--- src/rtl/ksa_sub_pipe.sv ---
// Pipelined Kogge-Stone subtractor: a - b - bin as a + ~b + ~bin.
// Stages are input, p/g, one per prefix level, then the result; all advance together.
module ksa_sub_pipe #(
    parameter  int WIDTH = 8,
    localparam int LVL   = $clog2(WIDTH)
) (
    input  logic             clk,
    input  logic             rst_n,
    input  logic             in_valid,
    output logic             in_ready,
    input  logic [WIDTH-1:0] in_a,
    input  logic [WIDTH-1:0] in_b,
    input  logic             in_bin,
    output logic             out_valid,
    input  logic             out_ready,
    output logic [WIDTH-1:0] out_d,
    output logic             out_bout,
    output logic             out_zero,
    output logic             out_ovf
);

    logic             adv;

    logic             reg_vld_q, reg_vld_d;
    logic [WIDTH-1:0] reg_a_q, reg_a_d;
    logic [WIDTH-1:0] reg_b_q, reg_b_d;
    logic             reg_cin_q, reg_cin_d;

    // Index 0 is the p/g stage, index k holds the result of prefix level k.
    logic             st_vld_q [0:LVL];
    logic             st_vld_d [0:LVL];
    logic [WIDTH-1:0] st_g_q   [0:LVL];
    logic [WIDTH-1:0] st_g_d   [0:LVL];
    logic [WIDTH-1:0] st_pp_q  [0:LVL];
    logic [WIDTH-1:0] st_pp_d  [0:LVL];
    logic [WIDTH-1:0] st_p_q   [0:LVL];
    logic [WIDTH-1:0] st_p_d   [0:LVL];
    logic             st_cin_q [0:LVL];
    logic             st_cin_d [0:LVL];
    logic             st_am_q  [0:LVL];
    logic             st_am_d  [0:LVL];
    logic             st_bm_q  [0:LVL];
    logic             st_bm_d  [0:LVL];

    logic             out_valid_q, out_valid_d;
    logic [WIDTH-1:0] out_d_q, out_d_d;
    logic             out_bout_q, out_bout_d;
    logic             out_zero_q, out_zero_d;
    logic             out_ovf_q, out_ovf_d;

    logic [WIDTH-1:0] s0_p, s0_g;
    logic [WIDTH-1:0] lv_g [1:LVL];
    logic [WIDTH-1:0] lv_p [1:LVL];
    logic [WIDTH-1:0] sf_d;

    assign adv      = !out_valid_q || out_ready;
    assign in_ready = adv;

    // The carry-in is folded into bit 0 so the prefix tree sees it as a generate.
    always_comb begin
        s0_p    = reg_a_q ^ ~reg_b_q;
        s0_g    = reg_a_q & ~reg_b_q;
        s0_g[0] = s0_g[0] | (s0_p[0] & reg_cin_q);
    end

    always_comb begin
        for (int k = 1; k <= LVL; k++) begin
            lv_g[k] = st_g_q[k-1];
            lv_p[k] = st_pp_q[k-1];
            for (int i = (1 << (k - 1)); i < WIDTH; i++) begin
                lv_g[k][i] = st_g_q[k-1][i] | (st_pp_q[k-1][i] & st_g_q[k-1][i-(1 << (k - 1))]);
                lv_p[k][i] = st_pp_q[k-1][i] & st_pp_q[k-1][i-(1 << (k - 1))];
            end
        end
    end

    assign sf_d = st_p_q[LVL] ^ {st_g_q[LVL][WIDTH-2:0], st_cin_q[LVL]};

    always_comb begin
        reg_vld_d   = reg_vld_q;
        reg_a_d     = reg_a_q;
        reg_b_d     = reg_b_q;
        reg_cin_d   = reg_cin_q;
        st_vld_d    = st_vld_q;
        st_g_d      = st_g_q;
        st_pp_d     = st_pp_q;
        st_p_d      = st_p_q;
        st_cin_d    = st_cin_q;
        st_am_d     = st_am_q;
        st_bm_d     = st_bm_q;
        out_valid_d = out_valid_q;
        out_d_d     = out_d_q;
        out_bout_d  = out_bout_q;
        out_zero_d  = out_zero_q;
        out_ovf_d   = out_ovf_q;
        if (adv) begin
            reg_vld_d   = in_valid;
            reg_a_d     = in_a;
            reg_b_d     = in_b;
            reg_cin_d   = ~in_bin;

            st_vld_d[0] = reg_vld_q;
            st_g_d[0]   = s0_g;
            st_pp_d[0]  = s0_p;
            st_p_d[0]   = s0_p;
            st_cin_d[0] = reg_cin_q;
            st_am_d[0]  = reg_a_q[WIDTH-1];
            st_bm_d[0]  = reg_b_q[WIDTH-1];

            for (int k = 1; k <= LVL; k++) begin
                st_vld_d[k] = st_vld_q[k-1];
                st_g_d[k]   = lv_g[k];
                st_pp_d[k]  = lv_p[k];
                st_p_d[k]   = st_p_q[k-1];
                st_cin_d[k] = st_cin_q[k-1];
                st_am_d[k]  = st_am_q[k-1];
                st_bm_d[k]  = st_bm_q[k-1];
            end

            out_valid_d = st_vld_q[LVL];
            out_d_d     = sf_d;
            out_bout_d  = ~st_g_q[LVL][WIDTH-1];
            out_zero_d  = (sf_d == '0);
            out_ovf_d   = (st_am_q[LVL] != st_bm_q[LVL]) && (sf_d[WIDTH-1] != st_am_q[LVL]);
        end
    end

    always_ff @(posedge clk or negedge rst_n) begin
        if (!rst_n) begin
            reg_vld_q   <= 1'b0;
            reg_a_q     <= '0;
            reg_b_q     <= '0;
            reg_cin_q   <= 1'b0;
            st_vld_q    <= '{default: 1'b0};
            st_g_q      <= '{default: '0};
            st_pp_q     <= '{default: '0};
            st_p_q      <= '{default: '0};
            st_cin_q    <= '{default: 1'b0};
            st_am_q     <= '{default: 1'b0};
            st_bm_q     <= '{default: 1'b0};
            out_valid_q <= 1'b0;
            out_d_q     <= '0;
            out_bout_q  <= 1'b0;
            out_zero_q  <= 1'b0;
            out_ovf_q   <= 1'b0;
        end else begin
            reg_vld_q   <= reg_vld_d;
            reg_a_q     <= reg_a_d;
            reg_b_q     <= reg_b_d;
            reg_cin_q   <= reg_cin_d;
            st_vld_q    <= st_vld_d;
            st_g_q      <= st_g_d;
            st_pp_q     <= st_pp_d;
            st_p_q      <= st_p_d;
            st_cin_q    <= st_cin_d;
            st_am_q     <= st_am_d;
            st_bm_q     <= st_bm_d;
            out_valid_q <= out_valid_d;
            out_d_q     <= out_d_d;
            out_bout_q  <= out_bout_d;
            out_zero_q  <= out_zero_d;
            out_ovf_q   <= out_ovf_d;
        end
    end

    assign out_valid = out_valid_q;
    assign out_d     = out_d_q;
    assign out_bout  = out_bout_q;
    assign out_zero  = out_zero_q;
    assign out_ovf   = out_ovf_q;

endmodule

--- config.mk ---
export PLATFORM = sky130hd
export DESIGN_NAME = ksa_sub_pipe
export DESIGN_NICKNAME = d
export VERILOG_FILES = /design/src/rtl/ksa_sub_pipe.sv
export SDC_FILE = /design/constraint.sdc
export NUM_CORES = 1
export LEC_CHECK = 0
export CELL_PAD_IN_SITES_DETAIL_PLACEMENT = 0
export CELL_PAD_IN_SITES_GLOBAL_PLACEMENT = 1
export CORE_MARGIN = 2
export CORE_UTILIZATION = 45
export DETAILED_ROUTE_END_ITERATION = 8
export PLACE_DENSITY_LB_ADDON = 0.1
export SLEW_MARGIN = 10
export SYNTH_ARGS = -nofsm -noshare
export SYNTH_HDL_FRONTEND = slang
export SYNTH_SLANG_ARGS = --single-unit
--- constraint.sdc ---
create_clock -name clk -period 1.5 [get_ports clk]
set_input_delay 0.3 -clock clk [delete_from_list [all_inputs] [get_ports clk]]
set_output_delay 0.3 -clock clk [all_outputs]
set_load 0.02 [all_outputs]
Yosys cells after proc, flatten, opt, wreduce, memory -nomap -nowiden:

Index checks and enable logic that the tools add are counted.

* register bits: 126
* logic and storage cells: 96

* eq/ne operators: 2
* bitwise gates (word level): 55
* reductions and logical operators: 4

Operator list (count)
* AND 1 bit: 31
* OR 1 bit: 18
* bitwise XOR 8 bit: 2
* AND 8 bit: 1
* zero test 8 bit: 1
* NOT 8 bit: 1
* != test 1 bit: 2
* NOT 1 bit: 2
* logical AND 1 bit: 1
* zero test 1 bit: 1
* logical OR 1 bit: 1

Logic depth before layout (Yosys ltp):

Gate-level depths: netlist of the first run.

* depth after elaboration: 4
* mapped depth: 6
* gate-level depth less buffers: 4

Least setup slack after synthesis of the first run:

No wires, ideal clock.

* path kind: reg-to-output
* from: register out_valid_q, in the netlist out_valid
* to: output in_ready
* data arrival time: 1.057 ns
* setup slack: 0.143 ns
* cell stages (with the launch flop): 5
* buffers on the path: 2
* cells stage by stage: dfrtp_1 nor2b_2 inv_1 buf_4 buf_2

* word-level cells in the longest chain between the ends: 2

RTL lines
* from (decl): line 45 `logic out_valid_q, out_valid_d;`
* from (signal assigned): line 158 `out_valid_q <= out_valid_d;`
* zero test 1 bit: line 56 `assign adv = !out_valid_q || out_ready;`
* logical OR 1 bit: line 56
* to (decl): line 10 `output logic in_ready,`

Every way passes these cells.

Worst setup path in the final report of the first run:

Same ends and word-level chain as after synthesis.

==> flow_summary_export.csv, run 1 <==
group,metric,value,unit
run_status,status,"finished, violations left",
run_status,violations,"negative setup slack",
placement,gp_congestion,0.738,
clocking,clkLatencyLatePin,0.51,ns
timing,setup_ws,-0.0496,ns
global_routing,grt_pass1_wl,14900,um
timing,setup-violations-final,1,
finish,final_cells,705,
detailed_routing,vias,3278,
floorplanning,rows,37,
timing,hold_viol_final,0,
synth,yosys.area.top_type_share,63.4,%
pwr,ir_worst_vdd,0.782,mV
pwr,clockPowerShare,33.2,%
job,maxCapViolations,0,
timing,worst_pin_slew,0.499,ns
worst_setup_path,cp_num_cells,3,
floorplanning,start_util,46.1,%
global_routing,grt_busiest_layer,"met2",
timing,min_period_over_period,103,%
pwr,internal_power,9070,uW
pwr,p_leak,0.00299,uW
worst_setup_path,crit_family,"flip-flops",
clocking,cts_buffers,17,
worst_setup_path,cp_slowest_stage_delay,0.34,ns
clocking,clk_path_buf_depth,2,
worst_setup_path,worstSetupEndpointType,"primary output",
pwr,power.density,2250,mW/mm^2
placement,dp_hpwl,5580,um
detailed_routing,drtAntennaViolNets,0,
pwr,pwr-share-comb,24.8,%
worst_setup_path,crit_path_end,"in_ready",
synth,yosysTopAreaCell,"dfrtp_1",
detailed_routing,drt_iter0_drc,127,
detailed_routing,drt-wirelength-per-cell,12.2,um
global_routing,grt_pass1_vias,3203,
finish,drive_gt1_share,10.7,%
hold_path,min_path_type,"in2async",
synth,ys_warn_count,0,
finish,nFillCells,963,
worst_setup_path,crit_fanout,2,
floorplanning,die_x,107,um
synth,ys_ff_latch,120,
floorplanning,die_y,107,um
timing,tns,-0.0496,ns
worst_setup_path,reg2reg_slack,0.11,ns
global_routing,grt_use_met3,4.97,%
worst_setup_path,timing.rr.end,"st_g_q[30]",
clocking,clk_pin_slew,0.06,ns
worst_setup_path,setup.worst_path.class,"reg2out",
timing,max_slew_margin,66.8,%
clocking,root_buffer,"clkbuf_8",
placement,place_ws,-0.163,ns
worst_setup_path,reg2reg_depth,7,
global_routing,grt.total_usage,16.9,%
worst_setup_path,cp-start-kind,"register",
worst_setup_path,worstPathCellList,"nor2b_4 > clkinv_4 > buf_12",
synth,syn_area,0.00473,mm^2
floorplanning,io_pins,34,
finish,syn_to_final_growth,25.1,%
timing,rsz0062_at_grt,"yes",
global_routing,met2_usage,27.5,%
floorplanning,dieArea,0.0114,mm^2
global_routing,grt_start_max_net_pins,58,
synth,ys_seq_area_share,63.4,%
finish,diodes,0,
synth,ys_top_cells_by_area,"dfrtp_1, nand2_1, a21oi_1, o21ai_0, buf_2",
worst_setup_path,critPathArrivalTime,1.25,ns
worst_setup_path,critPathBufInv,2,
timing,fin_crit,1.55,ns
synth,syn_area_per_cell,9.23,um^2
synth,ys_types,19,
pwr,power_switching,4250,uW
floorplanning,core,0.0103,mm^2
worst_setup_path,r2r-start,"out_valid",
placement,dp.cells,669,
timing,clock_skew,0.00903,ns
detailed_routing,route.detailed.drc,0,
worst_setup_path,crit_required,1.20,ns
global_routing,grt-ovfl-total,0,
timing,max_freq,645,MHz
timing,drv_slew,0,
pwr,p_seq_share,42.0,%
placement,io_buffer_count,33,
detailed_routing,routed_via_density,4.65,
global_routing,antenna_found_initial,0,
global_routing,use_met1,21.5,%
clocking,cts_tree,"done",
detailed_routing,dr.pass1.iters,4,
detailed_routing,wirelength,8630,um
clocking,cts_sinks,120,
clocking,htree_levels,4,
worst_setup_path,critPathLaunch,"out_valid",
pwr,p_sw_share,31.9,%
finish,nets,585,
synth,syn-instance-count,513,
worst_setup_path,crit_slowest_cell,"dfrtp_1",
synth,syn_nets,542,
## cells in the mapped netlist, drive strengths merged
master and n:
a21oi 28, ha 8, nand3 10, nor2 11, dfrtp 120, nand2 258, buf 22, xnor2 8
nor2b 1, nand3b 1, inv 9, clkbuf 4, o21ai 27, nand2b 1, nand4 2, or3b 1
a31oi 1, o31ai 1
## worst register-to-register path, delay by kind of cell, from the launching register on
family                 cells  cell delay, ns
AND/OR/NAND/NOR            3            0.35
buffers and inverters      4            0.58
flip-flops                 1            0.34
## power groups by stage
stage	sequential [uW]	clock, uW	combinational, uW
detailed placement	5660	0	3440
finish	5590	4430	3300
global placement	5610	0	3360
CTS	5610	4490	3430
floorplan	5570	0	2210
global route	5800	4650	3820
## flip-flops by register name, summed over array words and instances, names as in the netlist
register,cells
reg_cin_q,1
st_g_q,25
out_ovf,1
out_zero,1
out_valid,1
out_bout,1
out_d,8
reg_a_q,8
st_vld_q,4
lv_p,2
lv_g,7
st_am_q,4
st_p_q,30
reg_vld_q,1
st_cin_q,4
st_bm_q,4
reg_b_q,8
st_pp_q,10
## layer usage
layer | wire (um) | vias up
met3 | 253 | 9
met5 | 0 | -
li1 | - | 1696
met2 | 4150 | 50
met4 | 103 | 0
met1 | 4130 | 1523
## stage by stage
step	hold WS (ns)	util (%)	area (um^2)	power, uW
after detailed placement	0.122	51.4	5280	9100
after CTS	0.134	58.0	5960	13500
after global placement	0.124	51.4	5280	8970
after global routing	0.148	57.6	5920	14300
after floorplan	0.00441	-	4730	7780
final	0.146	57.6	5920	13300
## worst min path at each step
| stage | from | end | slack, ns | cells after the start |
|---|---|---|---|---|
| floorplan | rst_n | lv_g[0] | 0.004 | 0 |
| global placement | rst_n | st_g_q[7] | 0.12 | 1 |
| detailed placement | rst_n | st_g_q[7] | 0.12 | 1 |
| CTS | rst_n | st_g_q[7] | 0.13 | 2 |
| global route | rst_n | st_g_q[7] | 0.15 | 2 |
| finish | rst_n | st_g_q[7] | 0.15 | 2 |
## cell usage in the layout (no fill, tap or decap), drive strengths merged
master / count
dlygate4sd3: 1
clkinvlp: 4
clkbuf: 29
a31oi: 1
xnor2: 8
clkdlybuf4s50: 19
buf: 18
dfrtp: 120
nor2: 11
a21oi: 28
ha: 8
nand2: 258
or3b: 1
o31ai: 1
clkdlybuf4s15: 2
nand3b: 1
nand2b: 1
clkinv: 3
nand3: 10
o21ai: 27
nand4: 2
dlygate4sd2: 1
inv: 8
nor2b: 1
bufinv: 6
## layout make-up
cell class	count	area, um^2	area share (%)
Clock buffer	20	425	7.18
Clock inverter	12	224	3.78
Tap cell	136	170	2.87
Multi-Input combinational cell	358	1570	26.6
Sequential cell	120	3000	50.7
Inverter	9	38.8	0.655
Timing Repair Buffer	50	487	8.22
## cells by family (layout without fill, tap and decap cells)
| kind of cell | Yosys count | in the layout | share of synthesized area (%) |
|---|---|---|---|
| AND/OR/NAND/NOR | 285 | 285 | 23.3 |
| flip-flops | 120 | 120 | 63.4 |
| AO/OA/AOI/OAI | 57 | 57 | 6.24 |
| buffers and inverters | 35 | 91 | 3.41 |
| adder cells (fa/ha/maj) | 8 | 8 | 2.11 |
| XOR/XNOR | 8 | 8 | 1.48 |
## what timing repair did
| action | 4_1_cts | 5_1_grt |
|---|---|---|
| hold buffers | 1 | 0 |
| setup endpoints to repair | 13 | 11 |
| hold endpoints to repair | 120 | 0 |
| resized for setup | 26 | 9 |
| buffers inserted | 2 | 1 |
| pin swaps | 0 | 0 |
(Power assumes the default switching activity.)
==> run 2, diff against run 1 <==
--- a/config.mk
+++ b/config.mk
@@ -8,9 +8,11 @@
 export CELL_PAD_IN_SITES_DETAIL_PLACEMENT = 0
 export CELL_PAD_IN_SITES_GLOBAL_PLACEMENT = 1
 export CORE_MARGIN = 2
-export CORE_UTILIZATION = 45
+export CORE_UTILIZATION = 40
+export CTS_CLUSTER_SIZE = 28
 export DETAILED_ROUTE_END_ITERATION = 8
 export PLACE_DENSITY_LB_ADDON = 0.1
+export SKIP_LAST_GASP = 1
 export SLEW_MARGIN = 10
 export SYNTH_ARGS = -nofsm -noshare
 export SYNTH_HDL_FRONTEND = slang
==> constraint.sdc (replaced) <==
create_clock -name clk -period 1.25 [get_ports clk]
set_input_delay 0.25 -clock clk [delete_from_list [all_inputs] [get_ports clk]]
set_output_delay 0.25 -clock clk [all_outputs]
set_load 0.02 [all_outputs]
==> run 2 against run 1 <==
Net effect:
- the flow still finishes with violations (negative setup slack)
- hold slack improved by 0.23 ns
- via count up 4.9%
- combinational power up 51%
- flip-flop and latch count is the same
- clock skew fell by 0.0023 ns
- wire length grew 24%
- count of clock-buffer cells in the layout rose by 3
- utilization fell by 2.3 points
- cell count increased by 2.4%
- critical endpoint unchanged
==> flow_summary_export.csv, run 2 (same netlist as run 1, synthesis figures left out) <==
group,metric,value,unit
floorplanning,core,0.0115,mm^2
floorplanning,io_pins,34,
floorplanning,rows,39,
pwr,power.density,2660,mW/mm^2
worst_setup_path,worstSetupEndpointType,"primary output",
hold_path,min_path_type,"in2reg",
hold_path,worstHoldPathCells,3,
run_status,violations,"negative setup slack",
worst_setup_path,r2r-start,"out_valid",
worst_setup_path,critPathLaunch,"out_valid",
finish,reg_top3,"st_p_q: 30 flops, st_g_q: 25 flops, st_pp_q: 10 flops",
worst_setup_path,crit_required,1.00,ns
detailed_routing,route.detailed.drc,0,
detailed_routing,vias,3438,
finish,drive_gt1_share,15.9,%
timing,drv_slew,0,
finish,syn_to_final_growth,34.0,%
placement,io_buffer_count,33,
floorplanning,dieArea,0.0127,mm^2
finish,final_common_cell,"nand2_1",
global_routing,grt.total_usage,16.3,%
global_routing,grt_pass1_wl,16300,um
worst_setup_path,reg2reg_depth,7,
finish,regMostFlops,"st_p_q",
placement,dp_hpwl,5340,um
detailed_routing,wirelength,10700,um
pwr,power_switching,5480,uW
clocking,clkLatencyLatePin,0.40,ns
global_routing,grt-ovfl-total,0,
pwr,p_leak,0.00319,uW
clocking,cts_buffers,17,
clocking,clk_path_buf_depth,2,
finish,largest_reg_flops,30,
finish,final_cells,722,
timing,fin_crit,1.39,ns
finish,diodes,0,
clocking,htree_levels,4,
floorplanning,die_x,113,um
finish,nets,595,
worst_setup_path,reg2reg_slack,-0.12,ns
timing,min_period_over_period,111,%
worst_setup_path,crit_slowest_cell,"dfrtp_2",
detailed_routing,drt_iter0_drc,144,
timing,clock_skew,0.00676,ns
global_routing,grt_pass1_vias,3287,
clocking,cts_sinks,120,
run_status,status,"finished, violations left",
pwr,ir_worst_vdd,0.990,mV
timing,max_slew_margin,75.7,%
placement,dp.cells,673,
clocking,cts_tree,"done",
clocking,root_buffer,"clkbuf_16",
worst_setup_path,worstPathCellList,"nor2b_4 > clkinv_4 > buf_6",
hold_path,whs_endpoint,"reg_a_q[3]",
pwr,p_sw_share,32.5,%
timing,setup-violations-final,101,
hold_path,hp-start,"in_a[3]",
global_routing,grt_start_max_net_pins,49,
timing,hold_viol_final,0,
detailed_routing,dr.pass1.iters,4,
worst_setup_path,cp_slowest_stage_delay,0.35,ns
timing,rsz0062_at_grt,"yes",
placement,gp_congestion,0.765,
finish,nFillCells,1047,
clocking,clk_pin_slew,0.05,ns
worst_setup_path,setup.worst_path.class,"reg2out",
timing,worst_pin_slew,0.365,ns
worst_setup_path,crit_fanout,2,
timing,setup_ws,-0.142,ns
detailed_routing,routed_via_density,4.76,
worst_setup_path,cp-start-kind,"register",
worst_setup_path,critPathArrivalTime,1.14,ns
job,maxCapViolations,0,
worst_setup_path,timing.rr.end,"st_bm_q[0]",
timing,max_freq,718,MHz
floorplanning,die_y,113,um
pwr,pwr-share-comb,29.6,%
finish,final_cell_mix,"nand2_1, dfrtp_1, clkbuf_16",
global_routing,antenna_found_initial,0,
floorplanning,start_util,41.3,%
finish,final_util,55.3,%
pwr,clockPowerShare,30.2,%
pwr,p_seq_share,40.3,%
detailed_routing,drtAntennaViolNets,0,
pwr,finalPower,16900,uW
detailed_routing,drt-wirelength-per-cell,14.8,um
pwr,internal_power,11400,uW
[run 2: changes by cell type in the layout (fill, tap and decap cells not counted), moves of 6 or more]
cell	before	now
clkbuf_16	16	28
buf_2	0	11
clkbuf_2	9	0
buf_4	12	4
nand2_1	258	251
buf_16	0	6
nand2_2	0	6
o21ai_0	27	21
[run 2: layer usage]
layer	wire length, um	global-route usage, %	up-vias
met2	5050	24.2	49
met4	147	7.15	0
li1	-	-	1734
met5	0	0	-
met1	5260	22.3	1647
met3	221	5.03	8
[run 2: what timing repair did]
item	4_1_cts	5_1_grt
resized for setup	62	32
hold buffers	1	0
cloned	2	13
pin swaps	0	1
setup endpoints to repair	86	108
buffers inserted	0	1
hold endpoints to repair	120	0
[run 2: how the worst max path moves through the flow]
| stage | slack (ns) | depth (start not counted) | endpoint |
|---|---|---|---|
| floorplan | 0.05 | 4 | in_ready |
| global placement | -0.50 | 4 | in_ready |
| detailed placement | -0.49 | 4 | in_ready |
| CTS | -0.18 | 3 | in_ready |
| global route | -0.19 | 3 | in_ready |
| finish | -0.14 | 3 | in_ready |
[run 2: per-stage QoR]
step | setup slack [ns] | area, um^2 | hold slack (ns) | setup TNS, ns
after global placement | -0.496 | 5260 | 0.280 | -39.66
after CTS | -0.177 | 5930 | 0.353 | -0.935
after detailed placement | -0.493 | 5260 | 0.278 | -41.29
final | -0.142 | 6340 | 0.374 | -7.45
after global routing | -0.189 | 6340 | 0.386 | -13.37
after floorplan | 0.0474 | 4740 | -0.0456 | 0
[run 2: critical path: cells and delay by family (launching register included)]
family / cells / cell delay, ns
DFF: 1 / 0.35
and+or+nand+nor: 1 / 0.18
buffers and inverters: 2 / 0.21
[run 2: power groups by stage]
stage / registers (uW) / logic, uW / clock network [uW]
after floorplan: 6690 / 2660 / 0
after global placement: 6750 / 3940 / 0
after detailed placement: 6810 / 4040 / 0
after CTS: 6740 / 4150 / 5200
after global routing: 7040 / 5650 / 5410
final: 6790 / 4980 / 5090
[run 2: final cells by class]
type	instances	area, um^2	share of cell area [%]
flip-flops and latches	120	3000	47.4
inverters	9	38.8	0.612
clock buffers	23	478	7.54
well taps	143	179	2.82
clock inverters	9	145	2.29
multi-input cells	358	1650	26.0
repair buffers	60	848	13.4
